File: config.mk
export PLATFORM = sky130hd
export DESIGN_NAME = lut_reverse_search
export DESIGN_NICKNAME = d
export VERILOG_FILES = /design/src/rtl/lut_search_pkg.sv /design/src/rtl/lut_table_rom.sv /design/src/rtl/lut_reverse_search.sv
export SDC_FILE = /design/constraint.sdc
export NUM_CORES = 1
export LEC_CHECK = 0
export ABC_AREA = 1
export CORE_MARGIN = 10
export CORE_UTILIZATION = 57
export CTS_CLUSTER_DIAMETER = 80
export DETAILED_ROUTE_END_ITERATION = 8
export PLACE_DENSITY = 0.91
export SLEW_MARGIN = 20
export SYNTH_ARGS = -nofsm -noshare
export SYNTH_HDL_FRONTEND = slang
export SYNTH_SLANG_ARGS = --single-unit
File: constraint.sdc
create_clock -name clk -period 3.5 [get_ports clk]
set_input_delay 0.35 -clock clk [delete_from_list [all_inputs] [get_ports clk]]
set_output_delay 0.35 -clock clk [all_outputs]
set_load 0.05 [all_outputs]
File: src/rtl/lut_search_pkg.sv
// Shared constants, FSM state type and table contents for the reverse-lookup search.
// The table is the single source of truth for both the ROM and anyone decoding results.
package lut_search_pkg;

  localparam int IDX_W       = 6;
  localparam int VAL_W       = 8;
  localparam int CNT_W       = 4;
  localparam int TABLE_DEPTH = 64;

  typedef enum logic [1:0] {
    IDLE = 2'd0,
    SCAN = 2'd1,
    DONE = 2'd2
  } state_t;

  // Entries past the populated range read as zero; the search bounds itself by NUM_ENTRIES.
  localparam logic [VAL_W-1:0] LUT_TABLE [TABLE_DEPTH] = '{
    0: 8'd3,   1: 8'd71,  2: 8'd18,  3: 8'd115,
    4: 8'd35,  5: 8'd31,  6: 8'd89,  7: 8'd31,
    8: 8'd17,  9: 8'd5,   10: 8'd8,  11: 8'd14,
    12: 8'd2,  13: 8'd5,
    default: 8'd0
  };

endpackage

File: src/rtl/lut_table_rom.sv
// Combinational 64 x 8 constant table, addressed by the scan counter.
module lut_table_rom
  import lut_search_pkg::*;
(
  input  logic [IDX_W-1:0] addr,
  output logic [VAL_W-1:0] data
);

  assign data = LUT_TABLE[addr];

endmodule

File: src/rtl/lut_reverse_search.sv
// Sequential reverse lookup: scans the table one entry per cycle for a registered key.
// Define LUT_SEARCH_COUNT_EN to scan the full table and report the number of matches.
module lut_reverse_search
  import lut_search_pkg::*;
#(
  parameter int NUM_ENTRIES = 14
) (
  input  logic             clk,
  input  logic             reset,
  input  logic             start,
  input  logic [VAL_W-1:0] key,
  output logic             busy,
  output logic             done,
  output logic             found,
  output logic [IDX_W-1:0] index
`ifdef LUT_SEARCH_COUNT_EN
  ,
  output logic [CNT_W-1:0] match_count
`endif
);

  state_t           state;
  state_t           state_nxt;
  logic [VAL_W-1:0] key_q;
  logic [IDX_W-1:0] scan_idx;
  logic [VAL_W-1:0] rom_data;
  logic             hit;
  logic             last_entry;
  logic             scan_end;

  lut_table_rom u_rom (
    .addr (scan_idx),
    .data (rom_data)
  );

  assign hit        = (state == SCAN) && (int'(scan_idx) < NUM_ENTRIES) && (rom_data == key_q);
  assign last_entry = (int'(scan_idx) == NUM_ENTRIES - 1);

`ifdef LUT_SEARCH_COUNT_EN
  assign scan_end = last_entry;
`else
  assign scan_end = last_entry || hit;
`endif

  assign busy = (state != IDLE);
  assign done = (state == DONE);

  always_ff @(posedge clk) begin
    if (reset) state <= IDLE;
    else       state <= state_nxt;
  end

  always_comb begin
    // NOTE: default first so every path assigns state_nxt and no latch is inferred.
    state_nxt = state;
    unique case (state)
      IDLE:    if (start) state_nxt = SCAN;
      SCAN:    if (scan_end) state_nxt = DONE;
      DONE:    state_nxt = IDLE;
      default: state_nxt = IDLE;
    endcase
  end

`ifdef LUT_SEARCH_COUNT_EN
  logic             hit_seen;
  logic [IDX_W-1:0] first_idx;
  logic [CNT_W-1:0] hit_cnt;
`endif

  // NOTE: non-blocking assignments so every register samples pre-edge values.
  always_ff @(posedge clk) begin
    if (reset) begin
      key_q       <= '0;
      scan_idx    <= '0;
      found       <= 1'b0;
      index       <= '0;
`ifdef LUT_SEARCH_COUNT_EN
      hit_seen    <= 1'b0;
      first_idx   <= '0;
      hit_cnt     <= '0;
      match_count <= '0;
`endif
    end else begin
      unique case (state)
        IDLE: begin
          if (start) begin
            key_q     <= key;
            scan_idx  <= '0;
`ifdef LUT_SEARCH_COUNT_EN
            hit_seen  <= 1'b0;
            first_idx <= '0;
            hit_cnt   <= '0;
`endif
          end
        end
        SCAN: begin
          scan_idx <= scan_idx + 1'b1;
`ifdef LUT_SEARCH_COUNT_EN
          if (hit) begin
            hit_cnt <= hit_cnt + 1'b1;
            if (!hit_seen) begin
              hit_seen  <= 1'b1;
              first_idx <= scan_idx;
            end
          end
          // The final entry's own hit is folded in here since the accumulators lag a cycle.
          if (scan_end) begin
            found       <= hit_seen || hit;
            index       <= hit_seen ? first_idx : (hit ? scan_idx : '0);
            match_count <= hit_cnt + CNT_W'(hit);
          end
`else
          if (scan_end) begin
            found <= hit;
            index <= hit ? scan_idx : '0;
          end
`endif
        end
        default: ;
      endcase
    end
  end

endmodule

==> impl_metrics.ini <==
[outcome]
status = finished clean

[timing]
min_period_ps = 2084
fin_crit_sh_pct = 59.54
fin_skew_ps = 2.378
finalSetupViolCount = 0
rsz0062_at_grt = no
slew_viol_final = 0
slew_headroom_pct = 64.93
worstMarginPinSlew_ps = 524.8
fmax_ghz = 0.4799
timing.final.ws_setup_ps = 1416
setup_tns_ps = 0
hold_viol = 0

[cts]
postCtsSetupBuffers = 0
clock-sinks = 23
cts_buffer_depth = 2
cts_tree = yes
ctsResizeCount = 0
ctsHoldBuffers = 0
clk_pin_slew_ps = 130
htreeDepth = 1
root_buffer = clkbuf_4
clock_latency_ps = 320
cts_buffers = 3

[grt]
overflow = 0
track_usage_pct = 13.63
grt_pass1_wl_mm = 4.912
antenna_found_initial = 0
grt_pass1_vias = 1131
grt_max_degree = 20

[synth]
synth_nets = 213
syn_area_um2 = 1304
ys_seq_elements = 23
synth_warnings = 0
syn_avg_cell_area_um2 = 6.618
synth_cell_types = 22
ys_seq_area_share_pct = 35.32
synth_cells = 197

[floorplan]
rows = 17
num_io_pins = 20
dieArea_um2 = 4600
start_util_pct = 59.51
core_um2 = 2191
die_w_um = 67.83
die_h_um = 67.83

[detailed_routing]
vias = 1277
met3_length_um = 152
top_layer = met4
wl_per_cell_um = 12.23
postRouteAntennaNets = 0
wirelength_met1_mm = 1.381
routed_wl_mm = 2.985
drtPass1Iterations = 4
first_iter_violations = 77
wl_met2_mm = 1.388
routed_via_density = 5.234
drc_errors = 0

[finish]
nFillCells = 195
nets = 233
fin_util_pct = 69.85
seqCellArea_um2 = 460.4
final_cell_mix = nand2_1, dfxtp_1, nor2_1
multiInputGateArea_um2 = 734.5
n_antenna_cell = 0
layoutNonFillerInstCount = 244
areaGrowthSynthToFinish_pct = 17.37
mostFrequentLayoutCell = nand2_1
layout-drive-gt1-share_pct = 9.259

[placement]
portBuffers = 19
dp_slack_ps = 1477
place_inst = 240
hpwl_mm = 2.301
gp_congestion = 0.9386

[power]
internal_power_w = 0.0003493
power_density_nw_per_um2 = 324.7
pwr-share-clk_pct = 25.5
ir_drop_mv = 0.2933
power_w = 0.0004969
switchingPower_w = 0.0001476
seq_power_share_pct = 56.4
netSwitchingFraction_pct = 29.70
power_frac_comb_pct = 18.0
p_leak_nw = 0.6681

[worst_hold_path]
worstHoldStart = index[5]
holdCritPathClass = flip-flop to flip-flop

[setup_path]
crit_required_ps = 3150
crit_arrival_ps = 1730
r2r-end = index[1]
cp-end-kind = primary output
crit_start = state[1]
r2r_slack_ps = 1460
reg2regPathDepth = 14
path_class = flip-flop to primary output
critPathMaxFanout = 3
timing.rr.start = scan_idx[0]
startpoint_type = flip-flop
crit_end = done

[flow_run]
maxCapViolCount = 0
## state kept, by name, summed over array words and instances (netlist names)
register,count
found,1
index,6
key_q,8
scan_idx,6
state,2
## cells in the mapped netlist, drive strengths merged
cell type	number	area, µm²
nand4	4	25.02
nand3b	1	7.510
inv	22	82.58
nand3	16	85.08
a21oi	20	100.1
dfxtp	23	460.4
ha	5	62.56
nand2	60	240.2
nor2	27	127.6
clkbuf	2	7.510
o21ai	11	58.81
a211oi	3	22.52
nor3	1	5.000
buf	2	18.77
## stage by stage
stage	area, µm²	hold slack (ps)
2_1_floorplan	1304	428.5
3_3_place_gp	1503	424.7
3_5_place_dp	1503	428.4
4_1_cts	1530	448.1
5_1_grt	1530	462.9
6_report	1530	451.8
## worst max-delay path, cell delays in order, from the launching register on
cell and delay, ps:
dfxtp_1 470, inv_1 60, nor2_1 80, clkdlybuf4s50_1 800
## layer usage
metal / GRT usage (%) / vias to the layer above
met2: 22.42 / 33
li1: - / 671
met3: 3.263 / 5
met1: 15.91 / 568
met4: 7.789 / 0
met5: 0 / -
## power groups by stage
stage / Clock [W] / Sequential (W) / Combinational, W
global route: 0.000143 / 0.000282 / 0.000100
global placement: 0 / 0.000286 / 0.0000865
detailed placement: 0 / 0.000286 / 0.0000893
CTS: 0.000131 / 0.000280 / 0.0000895
finish: 0.000127 / 0.000280 / 0.0000895
floorplan: 0 / 0.000284 / 0.0000627
## how the worst min path moves through the flow
stage	to	slack (ps)	cells after the start
5_1_grt	index[5]	460	2
3_3_place_gp	index[5]	420	2
6_report	index[5]	450	2
2_1_floorplan	scan_idx[0]	430	1
3_5_place_dp	index[4]	430	2
4_1_cts	index[4]	450	2
## cell families after synthesis
logic type	Yosys count	synth area share, %
buffers and inverters	26	8.350
flip-flops	23	35.32
AND/OR/NAND/NOR	109	37.62
adder cells (fa/ha/maj)	5	4.798
AO/OA/AOI/OAI	34	13.92
## final cells by class
class	instances	share of cell area, %
Tap cell	28	2.289
Sequential cell	23	30.09
Multi-Input combinational cell	148	48.00
Clock buffer	3	1.472
Clock inverter	1	0.3271
Inverter	22	5.397
Timing Repair Buffer	19	12.43
Note: power is estimated with default switching activity, not from simulation.
